### config.mk
export PLATFORM = sky130hd
export DESIGN_NAME = program_loader
export DESIGN_NICKNAME = d
export VERILOG_FILES = /design/src/rtl/loader_pkg.sv /design/src/rtl/byte_packer.sv /design/src/rtl/program_loader.sv
export SDC_FILE = /design/constraint.sdc
export NUM_CORES = 1
export LEC_CHECK = 0
export ABC_AREA = 1
export BUFFER_PORTS_ARGS = -buffer_cell sky130_fd_sc_hd__buf_4
export CORE_UTILIZATION = 50
export CTS_CLUSTER_DIAMETER = 120
export DETAILED_ROUTE_END_ITERATION = 6
export PLACE_DENSITY = 0.65
export SLEW_MARGIN = 20
export SYNTH_ARGS = -nofsm -noshare
export SYNTH_HDL_FRONTEND = slang
export SYNTH_SLANG_ARGS = --single-unit
### constraint.sdc
create_clock -name clk -period 9.49 [get_ports clk]
set_clock_uncertainty 0.05 [all_clocks]
set_input_delay 2.847 -clock clk [delete_from_list [all_inputs] [get_ports clk]]
set_output_delay 2.847 -clock clk [all_outputs]
set_load 0.005 [all_outputs]
### src/rtl/loader_pkg.sv
// Shared definitions for the program loader.
//   state_e        : loader FSM states
//   HDR_BYTES      : bytes in the word-count header
//   BYTES_PER_WORD : bytes packed into one instruction word
//   WORD_W         : instruction word width
package loader_pkg;

    typedef enum logic [2:0] {
        ST_IDLE,
        ST_HDR,
        ST_FILL,
        ST_CHK,
        ST_BURST,
        ST_FLUSH,
        ST_RUN
    } state_e;

    localparam int unsigned HDR_BYTES      = 2;
    localparam int unsigned BYTES_PER_WORD = 4;
    localparam int unsigned WORD_W         = 8 * BYTES_PER_WORD;

endpackage

### src/rtl/byte_packer.sv
// Byte-to-word packer: shifts bytes in MSB first and flags every 4th byte.
//   clk, rst_n   : clock, async active-low reset
//   clr          : synchronous clear of the byte counter
//   byte_valid   : byte_in is taken this cycle
//   byte_in      : incoming byte
//   word         : assembled word (valid together with word_valid)
//   word_valid   : combinational pulse on the cycle the final byte of a word arrives
module byte_packer
    import loader_pkg::*;
(
    input  logic              clk,
    input  logic              rst_n,
    input  logic              clr,
    input  logic              byte_valid,
    input  logic [7:0]        byte_in,
    output logic [WORD_W-1:0] word,
    output logic              word_valid
);

    logic [1:0]          cnt_q, cnt_d;
    logic [WORD_W-9:0]   shift_q, shift_d;

    always_comb begin
        cnt_d   = cnt_q;
        shift_d = shift_q;
        if (clr) begin
            cnt_d = '0;
        end else if (byte_valid) begin
            cnt_d   = cnt_q + 2'd1;
            shift_d = {shift_q[WORD_W-17:0], byte_in};
        end
    end

    always_ff @(posedge clk or negedge rst_n) begin
        if (!rst_n) begin
            cnt_q   <= '0;
            shift_q <= '0;
        end else begin
            cnt_q   <= cnt_d;
            shift_q <= shift_d;
        end
    end

    // The last byte bypasses the shift register so the word can be written
    // into the buffer on the same edge that accepts it.
    assign word       = {shift_q, byte_in};
    assign word_valid = byte_valid && !clr && (cnt_q == 2'(BYTES_PER_WORD - 1));

endmodule

### src/rtl/program_loader.sv
// Host-side instruction loader. Receives a framed byte stream (2-byte word count,
// then big-endian words), buffers it while holding the CPU in reset, bursts the
// words to the CPU on consecutive cycles, pulses CPU reset once, then releases it.
//   clk, Reset_n        : clock, async active-low reset
//   host_data/valid     : input byte stream
//   host_ready          : byte accepted when host_valid & host_ready
//   LoadInstructions    : CPU write strobe, Instruction is the word
//   cpu_reset           : active-high CPU reset
//   busy / done / err   : status (err sticky until next header start)
// Optional feature: define LOADER_CHECKSUM_EN to expect a trailing XOR checksum byte.
module program_loader
    import loader_pkg::*;
#(
    parameter int unsigned DEPTH = 32,
    parameter int unsigned LEN_W = 16
) (
    input  logic        clk,
    input  logic        Reset_n,
    input  logic [7:0]  host_data,
    input  logic        host_valid,
    output logic        host_ready,
    output logic        LoadInstructions,
    output logic [31:0] Instruction,
    output logic        cpu_reset,
    output logic        busy,
    output logic        done,
    output logic        err
);

    localparam int unsigned ADDR_W = $clog2(DEPTH);
    localparam int unsigned HI_W   = 8 * (HDR_BYTES - 1);
    localparam logic [LEN_W:0] DEPTH_L = (LEN_W + 1)'(DEPTH);

    state_e state_q, state_d;

    logic [HI_W-1:0]    count_hi_q, count_hi_d;
    logic [LEN_W-1:0]   count_q, count_d;
    logic [ADDR_W-1:0]  wr_idx_q, wr_idx_d;
    logic [ADDR_W-1:0]  rd_idx_q, rd_idx_d;
    logic               err_q, err_d;
`ifdef LOADER_CHECKSUM_EN
    logic [7:0]         chk_q, chk_d;
`endif

    logic               ready_q, ready_d;
    logic               load_q, load_d;
    logic [WORD_W-1:0]  instr_q, instr_d;
    logic               cpu_rst_q, cpu_rst_d;
    logic               busy_q, busy_d;
    logic               done_q, done_d;

    logic [WORD_W-1:0]  mem [DEPTH];

    logic               accept;
    logic [LEN_W-1:0]   hdr_count;
    logic               hdr_bad;
    logic               wr_last;
    logic               rd_last;
    logic [WORD_W-1:0]  pk_word;
    logic               pk_word_valid;

    assign accept    = host_valid && ready_q;
    assign hdr_count = LEN_W'({count_hi_q, host_data});
    assign hdr_bad   = (hdr_count == '0) || ({1'b0, hdr_count} > DEPTH_L);
    assign wr_last   = (LEN_W'(wr_idx_q) == (count_q - LEN_W'(1)));
    assign rd_last   = (LEN_W'(rd_idx_q) == (count_q - LEN_W'(1)));

    byte_packer u_packer (
        .clk        (clk),
        .rst_n      (Reset_n),
        .clr        ((state_q == ST_HDR) && accept),
        .byte_valid ((state_q == ST_FILL) && accept),
        .byte_in    (host_data),
        .word       (pk_word),
        .word_valid (pk_word_valid)
    );

    always_ff @(posedge clk) begin
        if (pk_word_valid) begin
            mem[wr_idx_q] <= pk_word;
        end
    end

    // State register
    always_ff @(posedge clk or negedge Reset_n) begin
        if (!Reset_n) begin
            state_q <= ST_IDLE;
        end else begin
            state_q <= state_d;
        end
    end

    // Next-state and datapath
    always_comb begin
        state_d    = state_q;
        count_hi_d = count_hi_q;
        count_d    = count_q;
        wr_idx_d   = wr_idx_q;
        rd_idx_d   = '0;
        err_d      = err_q;
`ifdef LOADER_CHECKSUM_EN
        chk_d      = chk_q;
`endif
        case (state_q)
            ST_IDLE, ST_RUN: begin
                if (accept) begin
                    count_hi_d = host_data;
                    err_d      = 1'b0;
`ifdef LOADER_CHECKSUM_EN
                    chk_d      = host_data;
`endif
                    state_d    = ST_HDR;
                end
            end
            ST_HDR: begin
                if (accept) begin
`ifdef LOADER_CHECKSUM_EN
                    chk_d = chk_q ^ host_data;
`endif
                    if (hdr_bad) begin
                        err_d   = 1'b1;
                        state_d = ST_IDLE;
                    end else begin
                        count_d  = hdr_count;
                        wr_idx_d = '0;
                        state_d  = ST_FILL;
                    end
                end
            end
            ST_FILL: begin
`ifdef LOADER_CHECKSUM_EN
                if (accept) begin
                    chk_d = chk_q ^ host_data;
                end
`endif
                if (pk_word_valid) begin
                    wr_idx_d = wr_idx_q + 1'b1;
                    if (wr_last) begin
`ifdef LOADER_CHECKSUM_EN
                        state_d = ST_CHK;
`else
                        state_d = ST_BURST;
`endif
                    end
                end
            end
`ifdef LOADER_CHECKSUM_EN
            ST_CHK: begin
                if (accept) begin
                    if (host_data != chk_q) begin
                        err_d   = 1'b1;
                        state_d = ST_IDLE;
                    end else begin
                        state_d = ST_BURST;
                    end
                end
            end
`endif
            ST_BURST: begin
                rd_idx_d = rd_idx_q + 1'b1;
                if (rd_last) begin
                    state_d = ST_FLUSH;
                end
            end
            ST_FLUSH: begin
                state_d = ST_RUN;
            end
            default: begin
                state_d = ST_IDLE;
            end
        endcase
    end

    // Registered outputs are computed from the next state so they line up with it.
    always_comb begin
        ready_d   = (state_d == ST_IDLE) || (state_d == ST_HDR) || (state_d == ST_FILL) ||
                    (state_d == ST_CHK)  || (state_d == ST_RUN);
        load_d    = (state_d == ST_BURST);
        cpu_rst_d = !((state_d == ST_BURST) || (state_d == ST_RUN));
        busy_d    = !((state_d == ST_IDLE) || (state_d == ST_RUN));
        done_d    = (state_d == ST_RUN);
        instr_d   = '0;
        if (load_d) begin
            // A one-word frame enters BURST on the edge that writes word 0.
            if (pk_word_valid && (wr_idx_q == rd_idx_d)) begin
                instr_d = pk_word;
            end else begin
                instr_d = mem[rd_idx_d];
            end
        end
    end

    always_ff @(posedge clk or negedge Reset_n) begin
        if (!Reset_n) begin
            count_hi_q <= '0;
            count_q    <= '0;
            wr_idx_q   <= '0;
            rd_idx_q   <= '0;
            err_q      <= 1'b0;
`ifdef LOADER_CHECKSUM_EN
            chk_q      <= '0;
`endif
            ready_q    <= 1'b0;
            load_q     <= 1'b0;
            instr_q    <= '0;
            cpu_rst_q  <= 1'b1;
            busy_q     <= 1'b0;
            done_q     <= 1'b0;
        end else begin
            count_hi_q <= count_hi_d;
            count_q    <= count_d;
            wr_idx_q   <= wr_idx_d;
            rd_idx_q   <= rd_idx_d;
            err_q      <= err_d;
`ifdef LOADER_CHECKSUM_EN
            chk_q      <= chk_d;
`endif
            ready_q    <= ready_d;
            load_q     <= load_d;
            instr_q    <= instr_d;
            cpu_rst_q  <= cpu_rst_d;
            busy_q     <= busy_d;
            done_q     <= done_d;
        end
    end

    assign host_ready       = ready_q;
    assign LoadInstructions = load_q;
    assign Instruction      = instr_q;
    assign cpu_reset        = cpu_rst_q;
    assign busy             = busy_q;
    assign done             = done_q;
    assign err              = err_q;

endmodule

### Word-level counts from Yosys, hierarchy flattened

Memories as Yosys holds them, arrays and structs flattened.
Cells that the tools add are included.

| cells by class | value |
|---|---|
| multiplexer cells | 22 |
| reduce and logical (&&, ||, !) cells | 28 |
| bitwise gates (word level) | 2 |
| eq/ne operators | 19 |
| add/subtract/negate cells | 4 |
| order comparisons | 1 |

Operators with widths:

| cell | number |
|---|---|
| $mux W32 | 2 |
| $eq A5 B16 Y1 | 2 |
| $mux W5 | 4 |
| $gt A16 B6 Y1 const B | 1 |
| $logic_not A16 Y1 | 1 |
| $sub A16 B1 Y16 const B | 1 |
| $eq A3 B3 Y1 const B | 5 |
| $mux W3 | 5 |
| $pmux W3 S5 | 1 |
| $add A5 B1 Y5 const B | 2 |
| $ne A2 B2 Y1 const B | 5 |
| $pmux W5 S2 | 1 |
| $eq A3 B2 Y1 const B | 3 |
| $reduce_and A4 Y1 | 2 |
| $logic_or A1 B1 Y1 | 7 |
| $eq A3 B1 Y1 const B | 2 |
| $logic_and A1 B1 Y1 | 6 |
| $logic_not A3 Y1 | 2 |
| $mux W2 | 3 |
| $reduce_bool A2 Y1 | 3 |
| $eq A5 B5 Y1 | 1 |
| $mux W1 | 5 |
| $reduce_and A2 Y1 | 2 |
| $logic_not A1 Y1 | 3 |
| 6 further kinds | 7 |

| storage, ports and cells | value |
|---|---|
| output and inout bits | 38 |
| logic and storage cells | 91 |
| register bits after elaboration | 101 |
| bits in writable memories | 1024 |
| input bits | 11 |
| memories | 1 |

Memory list:

| memory | depth | width | read ports | clocked after Yosys merged registers in | write ports | RTL line | RTL |
|---|---|---|---|---|---|---|---|
| mem | 32 | 32 | 1 | 0 | 1 | program_loader.sv:52 | `logic [WORD_W-1:0] mem [DEPTH];` |

### Depth between registers and ports, before layout

| logic depth | value |
|---|---|
| word-level depth | 12 |
| gate-level depth with buffers | 16 |

### By module

A second synthesis with hierarchy kept.

| second synthesis, totals | value |
|---|---|
| cells, all modules | 3963 |
| area total of the unflattened synthesis | 46283.1 µm² |

Modules (own cells, without submodules):

| module | cells each | area each (µm²) | instances |
|---|---|---|---|
| program_loader | 3837 | 45062.0 | 1 |
| byte_packer | 126 | 1221.2 | 1 |

### Worst setup path after synthesis

No wires, ideal clock.

| timing path | value |
|---|---|
| kind | in2reg |
| from | input host_valid |
| to | memory mem[0][0] in the netlist's numbering (enable) |
| cell stages on the path | 6 |
| data required time | 9019 ps |
| arrival time | 4843 ps |
| path slack | 4176 ps |
| cells stage by stage | nand2_1 > inv_1 > nand3_2 > inv_2 > nand2_1 > nor2_1 |

| between the ends | value |
|---|---|
| cells in the longest elaborated chain, start to end | 7 |
| elaborated cells between the ends (all ways) | 8 |

RTL lines:

| element | RTL line | RTL |
|---|---|---|
| from (decl) | program_loader.sv:20 | `input logic host_valid,` |
| $logic_and A1 B1 Y1 (*) | program_loader.sv:62 | `assign accept = host_valid && ready_q;` |
| $logic_and A1 B1 Y1 | program_loader.sv:71 | `.clr ((state_q == ST_HDR) && accept),` |
| $logic_not A1 Y1 | byte_packer.sv:47 | `assign word_valid = byte_valid && !clr && (cnt_q == 2'(BYTES_PER_WORD - 1));` |
| $logic_and A1 B1 Y1 (*) (2 in series) | byte_packer.sv:47 |  |
| $mux W1 (*) | program_loader.sv:79 | `if (pk_word_valid) begin` |
| $mux W1 (not written as such) (*) | program_loader.sv:80 | `mem[wr_idx_q] <= pk_word;` |
| to (decl) | program_loader.sv:52 |  |

Every way passes the cells marked *; elsewhere a longest branch is shown, timed or not.

### Worst setup path in the final report

| timing path | value |
|---|---|
| from | input host_valid |
| to | memory mem[17][31] in the netlist's numbering (enable) |

Same word-level chain as after synthesis.

==> results.rst <==
.. list-table::
   :header-rows: 1

   * - Metric
     - Value
   * - Final Hold Fails
     - 0
   * - Yosys synthesis warning count
     - 0
   * - Number of enable-type register cells in the synthesized netlist
     - between 1000 and 1500
   * - Final antenna-violating net count
     - 0
   * - Slew @ Worst Pin
     - 1160 ps
   * - Required time worst endpoint
     - 9790 ps
   * - Number of instances in the placed design
     - 5163
   * - Post-cts repair resize count
     - 0
   * - Number of antenna violations at the first check in global routing
     - 1
   * - Setup repair bufs after CTS
     - 0
   * - Number of synthesized register bits
     - 1125
   * - Synthesized Nets
     - 4130
   * - Critical path launch point type
     - primary input
   * - RSZ-0062 raised after global routing
     - no
   * - Final period util
     - between 50 and 60%
   * - Remaining DRCs
     - 1
   * - Setup-failing EPs final
     - 0
   * - Final critical-path setup slack
     - 3820 ps
   * - Total Routing Usage GR
     - 29.7%
   * - Violations in the final reports
     - design-rule violations
   * - Deepest clock path buffer count
     - 3
   * - Post-synth ARST share
     - 8.98%
   * - Vertical extent of the die
     - 310 um
   * - Seq/Total Area, Yosys
     - 70.3%
   * - Commonest cells post-synth
     - sky130_fd_sc_hd__edfxtp_1, sky130_fd_sc_hd__nand3_1, sky130_fd_sc_hd__nand2_1
   * - Worst voltage drop across the vdd grid
     - 160 uV
   * - Via count of the first global-routing pass
     - 30900
   * - Most frequent cell after synthesis
     - sky130_fd_sc_hd__edfxtp_1
   * - Non-filler cells in the finished layout
     - about 5400
   * - Data arrival time of the worst path
     - 5970 ps
   * - Layout cell share with drive strength beyond 1
     - 9.72%
   * - Primary flip-flop cell chosen by synthesis mapping
     - sky130_fd_sc_hd__edfxtp_1
   * - Power Density
     - 190 nW/um^2
   * - Maximum number of pins on one net before global-route repair
     - 164
   * - Routability-driven placement congestion ratio
     - ~0.87
   * - Mapped Cells
     - between 4000 and 5000
   * - Library cell with the largest summed area after synthesis
     - sky130_fd_sc_hd__edfxtp_1
   * - LEAKAGE
     - between 15 and 20 nW
   * - H-Tree Level Count
     - 3
   * - Headroom to the max-slew limit
     - around 22%
   * - Shortest period the worst path allows
     - 5670 ps
   * - Average size of a mapped cell
     - between 10 and 15 sq um
   * - Cts bufs inserted
     - between 100 and 150
   * - Worst skew pair latency
     - 710 ps
   * - Number of antenna repair diodes
     - 0
   * - Growth of design area from synthesis to finish
     - 10.9%
   * - Share of Yosys cell area claimed by the top area cell type
     - 65.0%
   * - 1st-iter DRT viols
     - just under 5000
   * - I/O pin count
     - between 40 and 50
   * - Avg Vias per Cell
     - 6.22
   * - Class of the tightest hold or removal check
     - reg2reg
   * - Distinct cell type count after synthesis
     - 34
   * - Width of the die
     - around 310 um
   * - Wire length of the first global-routing pass
     - roughly 210000 um
   * - Die Footprint
     - 95900 sq um
   * - Net count of the finished layout
     - 4049
   * - Synthesized area
     - 47300 sq um
   * - Total number of clock tree sinks
     - 1125
   * - Total wire length
     - 142000 um
   * - Final Max Tran Viols
     - 0
   * - Floorplan Core Area
     - 93600 sq um
   * - Clock root buffer
     - sky130_fd_sc_hd__clkbuf_16
   * - Site row count
     - 112
   * - Type of the setup path with the least slack
     - in2reg
   * - Grt total ovfl
     - 0
   * - Initial Utilization
     - 50.6%
   * - Count of input and output buffers
     - 48
   * - Synth area leaders
     - sky130_fd_sc_hd__edfxtp_1, sky130_fd_sc_hd__nand3_1, sky130_fd_sc_hd__nand2_1
   * - Via count of the routed design
     - 33500
   * - Sort of element at the end of the critical path
     - register
   * - TritonCTS clock tree
     - yes
   * - Fillers
     - 7703
   * - Largest fanout on the critical path
     - 37
   * - Max cap viols
     - 0
   * - Run status
     - finished, violations left
   * - DR pass1 iterations
     - 7
   * - Sum of negative setup slack
     - 0 ps
   * - Clock transition at the register clock pins on the worst setup and hold paths after CTS
     - 60 ps
   * - Post-placement worst setup slack
     - 3190 ps
   * - Max Fclk
     - 176 MHz
   * - Half-perimeter wire length of the detailed placement result
     - approximately 80000 um
   * - Hold buffer count at CTS
     - 0
   * - WL/cell
     - ~26 um
==> report_power, final <==
part	leakage [nW]	switching, W	internal, W	total (W)
clock network	1.75	0.00189	0.00241	0.00430
registers	11.5	0.0000244	0.00538	0.00541
logic	6.42	0.000219	0.0000498	0.000269
==> registers in the layout, summed over array words and instances, names as in the netlist <==
name	count
state_q	3
u_packer.cnt_q	2
u_packer.shift_q	24
count_q	16
count_hi_q	8
Instruction	32
rd_idx_q	5
busy	1
host_ready	1
wr_idx_q	5
err	1
cpu_reset	1
mem	1024
done	1
LoadInstructions	1
==> cell families (layout without fill, tap and decap cells) <==
group | after synthesis | in the layout | synth area share (%)
AO/OA/AOI/OAI | 89 | 89 | 0.967
flip-flops | 1125 | 1125 | 70.3
AND/OR/NAND/NOR | 2399 | 2399 | 24.0
buffers and inverters | 487 | 502 | 4.41
adder cells (fa/ha/maj) | 7 | 7 | 0.185
XOR/XNOR | 5 | 5 | 0.108
==> worst max-delay path, stage by stage <==
cell and delay (ps):
sky130_fd_sc_hd__buf_4 80, sky130_fd_sc_hd__nand2_1 90, sky130_fd_sc_hd__inv_1 150, sky130_fd_sc_hd__nand3_2 180
sky130_fd_sc_hd__inv_2 640, sky130_fd_sc_hd__nand2_1 700, sky130_fd_sc_hd__nor2_4 760, sky130_fd_sc_hd__buf_4 450
==> stage by stage <==
stage / instance area (sq um) / total power [W] / util (%) / hold slack [ps]
after floorplan: 47300 / 0.00565 / - / 386
after global placement: 48700 / 0.00577 / 52.0 / 401
after global routing: 52500 / 0.0102 / 56.1 / 444
after detailed placement: 48800 / 0.00577 / 52.1 / 402
after CTS: 52400 / 0.0100 / 55.9 / 418
final: 52500 / 0.00997 / 56.1 / 415
==> cell usage in the layout, fill, tap and decap left out, types with 2 or more instances in the layout <==
| cell | instances |
|---|---|
| sky130_fd_sc_hd__edfxtp_1 | 1024 |
| sky130_fd_sc_hd__nand3_1 | 953 |
| sky130_fd_sc_hd__nand2_1 | 855 |
| sky130_fd_sc_hd__nand4_1 | 386 |
| sky130_fd_sc_hd__inv_1 | 152 |
| sky130_fd_sc_hd__clkbuf_16 | 116 |
| sky130_fd_sc_hd__buf_4 | 111 |
| sky130_fd_sc_hd__nor2_1 | 104 |
| sky130_fd_sc_hd__dfrtp_1 | 84 |
| sky130_fd_sc_hd__o21ai_0 | 48 |
| sky130_fd_sc_hd__nor2_4 | 36 |
| sky130_fd_sc_hd__a21oi_1 | 36 |
| sky130_fd_sc_hd__nor2_2 | 34 |
| sky130_fd_sc_hd__clkinv_1 | 33 |
| sky130_fd_sc_hd__clkinv_2 | 25 |
| sky130_fd_sc_hd__clkbuf_1 | 22 |
| sky130_fd_sc_hd__buf_12 | 14 |
| sky130_fd_sc_hd__dfrtp_2 | 14 |
| sky130_fd_sc_hd__nand3b_1 | 9 |
| sky130_fd_sc_hd__ha_1 | 7 |
| sky130_fd_sc_hd__nand2_2 | 6 |
| sky130_fd_sc_hd__nand3_2 | 5 |
| sky130_fd_sc_hd__bufinv_16 | 5 |
| sky130_fd_sc_hd__clkbuf_8 | 5 |
| sky130_fd_sc_hd__inv_2 | 4 |
| sky130_fd_sc_hd__inv_6 | 4 |
| sky130_fd_sc_hd__xor2_1 | 4 |
| sky130_fd_sc_hd__nand3_4 | 3 |
| sky130_fd_sc_hd__nor3_1 | 3 |
| sky130_fd_sc_hd__clkinv_8 | 3 |
| sky130_fd_sc_hd__nor4_1 | 2 |
| sky130_fd_sc_hd__clkinv_4 | 2 |
| sky130_fd_sc_hd__clkinvlp_4 | 2 |
| sky130_fd_sc_hd__buf_16 | 2 |
| sky130_fd_sc_hd__dfrtp_4 | 2 |
==> layout make-up <==
type | count | area [sq um] | share of cell area (%)
Sequential cell | 1125 | 33300 | 63.4
Multi-Input combinational cell | 2500 | 12300 | 23.4
Clock buffer | 143 | 3050 | 5.82
Tap cell | 1254 | 1570 | 2.99
Timing Repair Buffer | 127 | 1170 | 2.23
Inverter | 163 | 636 | 1.21
Clock inverter | 69 | 497 | 0.946
==> path summary, 6_finish.rpt <==
check / depth (start not counted) / end / slack (ps) / start
worst max-delay path: 8 / mem[17][31] / 3820 / host_valid
worst min-delay path: 2 / count_q[6] / 410 / count_q[6]
worst max register to register: 15 / Instruction[23] / 4510 / state_q[1]
worst min register to register: 2 / count_q[6] / 410 / count_q[6]
max in group asynchronous: 2 / rd_idx_q[0] / 5950 / Reset_n
min in group asynchronous: 1 / Instruction[31] / 2160 / Reset_n
==> layer usage <==
| layer | global-route usage, % | share of wire (%) | vias up |
|---|---|---|---|
| li1 | - | - | 14700 |
| met1 | 42.9 | 40 | 16400 |
| met2 | 44.3 | 45 | 2000 |
| met3 | 5.29 | 11 | 293 |
| met4 | 12.5 | 4.4 | 0 |
| met5 | 0 | 0 | - |
Power figures use the tool's default switching activity.
